--- src/rtl/rr_arb_pkg.sv ---
// Shared types and helpers for the round-robin grant arbiter.
// f_rr_next is the behavioural reference for the circular search done by rr_pick.
package rr_arb_pkg;

  localparam int BEATS_W = 8;
  localparam int MAX_REQ = 16;

  // First valid index at or after start, wrapping at num_req.
  function automatic logic [3:0] f_rr_next(
    input logic [MAX_REQ-1:0] valid,
    input logic [3:0]         start,
    input int                 num_req
  );
    logic [3:0] result;
    int         k;
    result = start;
    for (int i = MAX_REQ - 1; i >= 0; i--) begin
      if (i < num_req) begin
        k = (int'(start) + i) % num_req;
        if (valid[k]) begin
          result = 4'(k);
        end
      end
    end
    return result;
  endfunction

endpackage

--- src/rtl/rr_pick.sv ---
// Combinational circular priority encoder: first set bit of req at or after
// start, wrapping around, using a doubled request vector masked below start.
module rr_pick #(
  parameter int NUM_REQ = 4,
  parameter int SEL_W   = $clog2(NUM_REQ)
) (
  input  logic [NUM_REQ-1:0] req,
  input  logic [SEL_W-1:0]   start,
  output logic [NUM_REQ-1:0] grant,
  output logic [SEL_W-1:0]   idx,
  output logic               any
);

  logic [2*NUM_REQ-1:0] dbl;
  logic [2*NUM_REQ-1:0] mask;
  logic [2*NUM_REQ-1:0] masked;
  logic                 found;

  assign dbl = {req, req};

  // The upper copy is never masked, so the search always wraps back to start.
  for (genvar gi = 0; gi < 2 * NUM_REQ; gi++) begin : g_mask
    assign mask[gi] = (gi >= int'(start));
  end

  assign masked = dbl & mask;
  assign any    = |req;

  always_comb begin
    found = 1'b0;
    idx   = '0;
    for (int i = 0; i < 2 * NUM_REQ; i++) begin
      if (!found && masked[i]) begin
        found = 1'b1;
        idx   = SEL_W'(i % NUM_REQ);
      end
    end
  end

  always_comb begin
    grant = '0;
    if (found) begin
      grant[idx] = 1'b1;
    end
  end

endmodule

--- src/rtl/rr_grant_arbiter.sv ---
// Round-robin arbiter sharing one registered output stage between NUM_REQ
// bypass FIFOs, with a bounded burst so an owner may keep up to MAX_BURST beats.
module rr_grant_arbiter
  import rr_arb_pkg::*;
#(
  parameter int NUM_REQ   = 4,
  parameter int WIDTH     = 64,
  parameter int MAX_BURST = 1,
  parameter int SEL_W     = $clog2(NUM_REQ)
) (
  input  logic                     CLK,
  input  logic                     Reset_n,
  input  logic [NUM_REQ-1:0]       i_ReqValid,
  input  logic [NUM_REQ*WIDTH-1:0] i_ReqData,
  output logic [NUM_REQ-1:0]       o_ReqGrant,
  output logic                     o_Valid,
  output logic [WIDTH-1:0]         o_Data,
  output logic [SEL_W-1:0]         o_GrantId,
  input  logic                     i_Ready
);

  logic [SEL_W-1:0]   owner_q, owner_d;
  logic [BEATS_W-1:0] beats_q, beats_d;
  logic               valid_q, valid_d;
  logic [WIDTH-1:0]   data_q,  data_d;
  logic [SEL_W-1:0]   id_q,    id_d;

  logic               load;
  logic               sticky;
  logic [SEL_W-1:0]   start;
  logic [SEL_W-1:0]   winner;
  logic [NUM_REQ-1:0] pick_grant;
  logic [SEL_W-1:0]   pick_idx;
  logic               pick_any;
  logic [NUM_REQ-1:0] owner_onehot;
  logic [WIDTH-1:0]   req_word [NUM_REQ];

  for (genvar gi = 0; gi < NUM_REQ; gi++) begin : g_unpack
    assign req_word[gi] = i_ReqData[gi*WIDTH +: WIDTH];
  end

  // i_Ready reaches o_ReqGrant combinationally through load; no skid buffer.
  assign load  = !valid_q || i_Ready;
  assign start = (owner_q == SEL_W'(NUM_REQ - 1)) ? '0 : owner_q + SEL_W'(1);

  assign sticky = i_ReqValid[owner_q] && (beats_q != '0) &&
                  (beats_q < BEATS_W'(MAX_BURST));

  rr_pick #(
    .NUM_REQ (NUM_REQ),
    .SEL_W   (SEL_W)
  ) u_pick (
    .req   (i_ReqValid),
    .start (start),
    .grant (pick_grant),
    .idx   (pick_idx),
    .any   (pick_any)
  );

  assign winner = sticky ? owner_q : pick_idx;

  always_comb begin
    owner_onehot          = '0;
    owner_onehot[owner_q] = 1'b1;
  end

  always_comb begin
    o_ReqGrant = '0;
    if (Reset_n && load && pick_any) begin
      o_ReqGrant = sticky ? owner_onehot : pick_grant;
    end
  end

  always_comb begin
    owner_d = owner_q;
    beats_d = beats_q;
    valid_d = valid_q;
    data_d  = data_q;
    id_d    = id_q;
    if (load) begin
      if (pick_any) begin
        owner_d = winner;
        beats_d = sticky ? beats_q + BEATS_W'(1) : BEATS_W'(1);
        valid_d = 1'b1;
        data_d  = req_word[winner];
        id_d    = winner;
      end else begin
        // An idle slot ends the tenure; owner is kept as the rotation origin.
        valid_d = 1'b0;
        beats_d = '0;
      end
    end
  end

  always_ff @(posedge CLK or negedge Reset_n) begin
    if (!Reset_n) begin
      owner_q <= SEL_W'(NUM_REQ - 1);
      beats_q <= '0;
      valid_q <= 1'b0;
      data_q  <= '0;
      id_q    <= '0;
    end else begin
      owner_q <= owner_d;
      beats_q <= beats_d;
      valid_q <= valid_d;
      data_q  <= data_d;
      id_q    <= id_d;
    end
  end

  assign o_Valid   = valid_q;
  assign o_Data    = data_q;
  assign o_GrantId = id_q;

endmodule

--- config.mk ---
export PLATFORM = sky130hd
export DESIGN_NAME = rr_grant_arbiter
export DESIGN_NICKNAME = d
export VERILOG_FILES = /design/src/rtl/rr_arb_pkg.sv /design/src/rtl/rr_pick.sv /design/src/rtl/rr_grant_arbiter.sv
export SDC_FILE = /design/constraint.sdc
export NUM_CORES = 1
export LEC_CHECK = 0
export ABC_CLOCK_PERIOD_IN_PS = 3300
export CORE_AREA = 2 2 130 132
export CTS_CLUSTER_DIAMETER = 40
export DETAILED_ROUTE_END_ITERATION = 16
export DIE_AREA = 0 0 132 134
export PLACE_DENSITY = 0.69
export SYNTH_ARGS = -nofsm -noshare
export SYNTH_HDL_FRONTEND = slang
export SYNTH_SLANG_ARGS = --single-unit
export TNS_END_PERCENT = 100
--- constraint.sdc ---
create_clock -name CLK -period 3.3 [get_ports CLK]
set_clock_uncertainty 0.2 [all_clocks]
set_input_delay 0.33 -clock CLK [delete_from_list [all_inputs] [get_ports CLK]]
set_output_delay 0.33 -clock CLK [all_outputs]
set_load 0.01 [all_outputs]
==> results.cfg <==
[global_route]
grt_pass1_vias = 6168
grtUsageTotal_pct = 24.0
grt_max_degree = 69
antenna_found_initial = 0
grt_pass1_wl_microns = 33500
grt_overflow_total = 0

[route]
dr.pass1.iters = 5
highest_layer = met4
via_per_inst = 5.35
wl_met3_microns = 1930
drt_wl_total_microns = 21800
vias = 6158
drc = 0
drt-initial-drc-count = 419
wl_met1_microns = 8360
antenna_left = 0
wl_per_cell_microns = 18.9
dr_wl_met2_microns = 10700

[die]
dieWidth_microns = 132
die_h_microns = 134
num_rows = 47
die_area_sq_mm = 0.0177
fp.coreArea_sq_mm = 0.0163
num_io_pins = 334
initial_core_util_pct = 28.7

[final_layout]
final_util_pct = 52.2
final_common_cell = clkdlybuf4s50_1
diodes = 0
final_net_count = 1191
drive_above_1_share_pct = 5.16
most-common-layout-cells = clkdlybuf4s50_1, nand3_1, o21ai_0, dfrtp_1, nor2_1
area_delta_synth_final_pct = 81.9
final_area_sq_mm = 0.00851

[yosys]
synth_area_sq_mm = 0.00468
syn-num-nets = 893
yosys_warnings = 0
ys.flop_type = dfrtp_1
syn_area_per_cell_sq_um = 7.46
ys_ff_latch = 69
synth-edff-count = 0
syn_inst = 627
ys_seq_area_share_pct = 37.0
synthDistinctLibCells = 24
async_flop_share_pct = 100

[clock_tree]
cts.sink_count = 69
cts.htree.levels = 3
numCtsBuffers = 9
clkTransAtPathRegs_ns = 0.06
clock_latency_ns = 0.33
cts_tree = yes
cts_buffer_depth = 2
root_buffer = clkbuf_16

[job]
cap_violations = 0

[sta]
min_period_ns = 3.19
finalSetupViolCount = 0
fmax_mhz = 314
layout_setup_ws_ns = 0.111
slew_headroom_pct = 35.2
period_share_pct = 96.6
slew_violations = 0
final-hold-violation-count = 0
finalSetupTns_ns = 0
worst_slew_pin_slew_ns = 0.973

[critical_path]
crit_required_ns = 2.77
crit_chain = inv_1 > ha_1 > nor2b_2 > buf_4 > a21oi_4 > and3_2 > nor2b_1 > clkdlybuf4s50_1
r2r_slack_ns = 0.29
path_class = flop to primary output
start_kind = flop
slowest_delay_ns = 0.57
end_kind = primary output
crit_slowest_cell = clkdlybuf4s50_1
critPathMaxFanout = 5
arrival_ns = 2.66

[pwr]
leakagePower_uw = 0.00331
vdd_drop_max_mv = 0.313
powerDensity_mw_per_mm2 = 565

[placed_design]
gp_congestion = 0.821
pre_cts_ws_ns = 0.278
dp_hpwl_microns = 14800
io_buffers = 333
dpl_cell_area_sq_mm = 0.00821

[outcome]
outcome = finished clean

[min_path]
hp-class = input port to asynchronous set/reset pin
==> worst max-delay path: cells and delay by family, from the launching register on <==
family | cells | cell delay [ns]
buffers and inverters | 3 | 0.77
adders and majority gates | 1 | 0.38
AOI/OAI and AO/OA | 1 | 0.22
DFF | 1 | 0.54
and+or+nand+nor | 3 | 0.42
==> path summary, 6_finish.rpt <==
| path | start | depth (start not counted) | end |
|---|---|---|---|
| hold reg to reg | owner_q[0] | 2 | owner_q[0] |
| max in group asynchronous | Reset_n | 3 | o_Data[8] |
| min in group CLK | owner_q[0] | 2 | owner_q[0] |
| hold / removal | Reset_n | 2 | o_Data[38] |
| setup reg to reg | owner_q[0] | 9 | o_Data[52] |
| setup / recovery | owner_q[0] | 8 | o_ReqGrant[3] |
==> kinds of logic (layout without fill, tap and decap cells) <==
kind of cell    count (synthesis)  after routing  share of synthesized area [%]
flops                          69             69                           37.0
fa+ha+maj                       3              3                          0.803
simple gates                  214            214                           21.2
buf+inv                        74            377                           6.88
compound gates                267            267                           34.2
==> report_power, final <==
group	switching (uW)	leakage (uW)	internal (uW)
Clock	364	0.000125	508
Combinational	1360	0.00240	1300
Sequential	150	0.000786	1120
Total	1870	0.00331	2930
==> cells in the mapped netlist, drive strengths merged (2+ instances only) <==
library cell | n | area share, %
buf | 23 | 2.8
nand2b | 3 | 0.40
nand2 | 8 | 0.64
ha | 3 | 0.80
nor2 | 67 | 5.4
dfrtp | 67 | 36
nand3 | 128 | 14
clkbuf | 48 | 3.9
dfstp | 2 | 1.1
a21o | 65 | 10
nor2b | 3 | 0.40
o21ai | 70 | 7.5
inv | 3 | 0.24
a31oi | 64 | 8.6
a21oi | 66 | 7.1
==> repair_timing <==
action,in CTS,in global routing
endpoints found under the setup margin,1,3
hold endpoints to repair,1,0
setup buffers,0,3
hold buffers,1,0
gates resized for setup,0,2
pin swaps,1,1
==> registers in the layout, indices dropped and copies added, names as in the netlist <==
signal     flops
o_Data        64
o_GrantId      2
o_Valid        1
owner_q        2
==> per-stage QoR <==
step                total power (uW)  hold slack [ns]  cells
floorplan                       2590           -0.166    627
global placement                3890          -0.0704   1130
detailed placement              3930          -0.0710   1130
CTS                             4830            0.125   1147
global route                    5110            0.157   1150
finish                          4810            0.137   1150
==> layer usage <==
metal | up-vias | track usage [%]
li1 | 2888 | -
met1 | 2923 | 27.9
met2 | 299 | 41.1
met3 | 48 | 6.99
met4 | 0 | 10.7
met5 | - | 0
==> final cells by class <==
| type | instances | area [sq um] |
|---|---|---|
| Clock inverter | 2 | 10.0 |
| Clock buffer | 14 | 244 |
| Fill cell | 1608 | 7780 |
| Tap cell | 220 | 275 |
| Multi-Input combinational cell | 484 | 2680 |
| Sequential cell | 69 | 1730 |
| Timing Repair Buffer | 358 | 3560 |
| Inverter | 3 | 11.3 |
No activity file was read; power rests on OpenSTA's default activity.
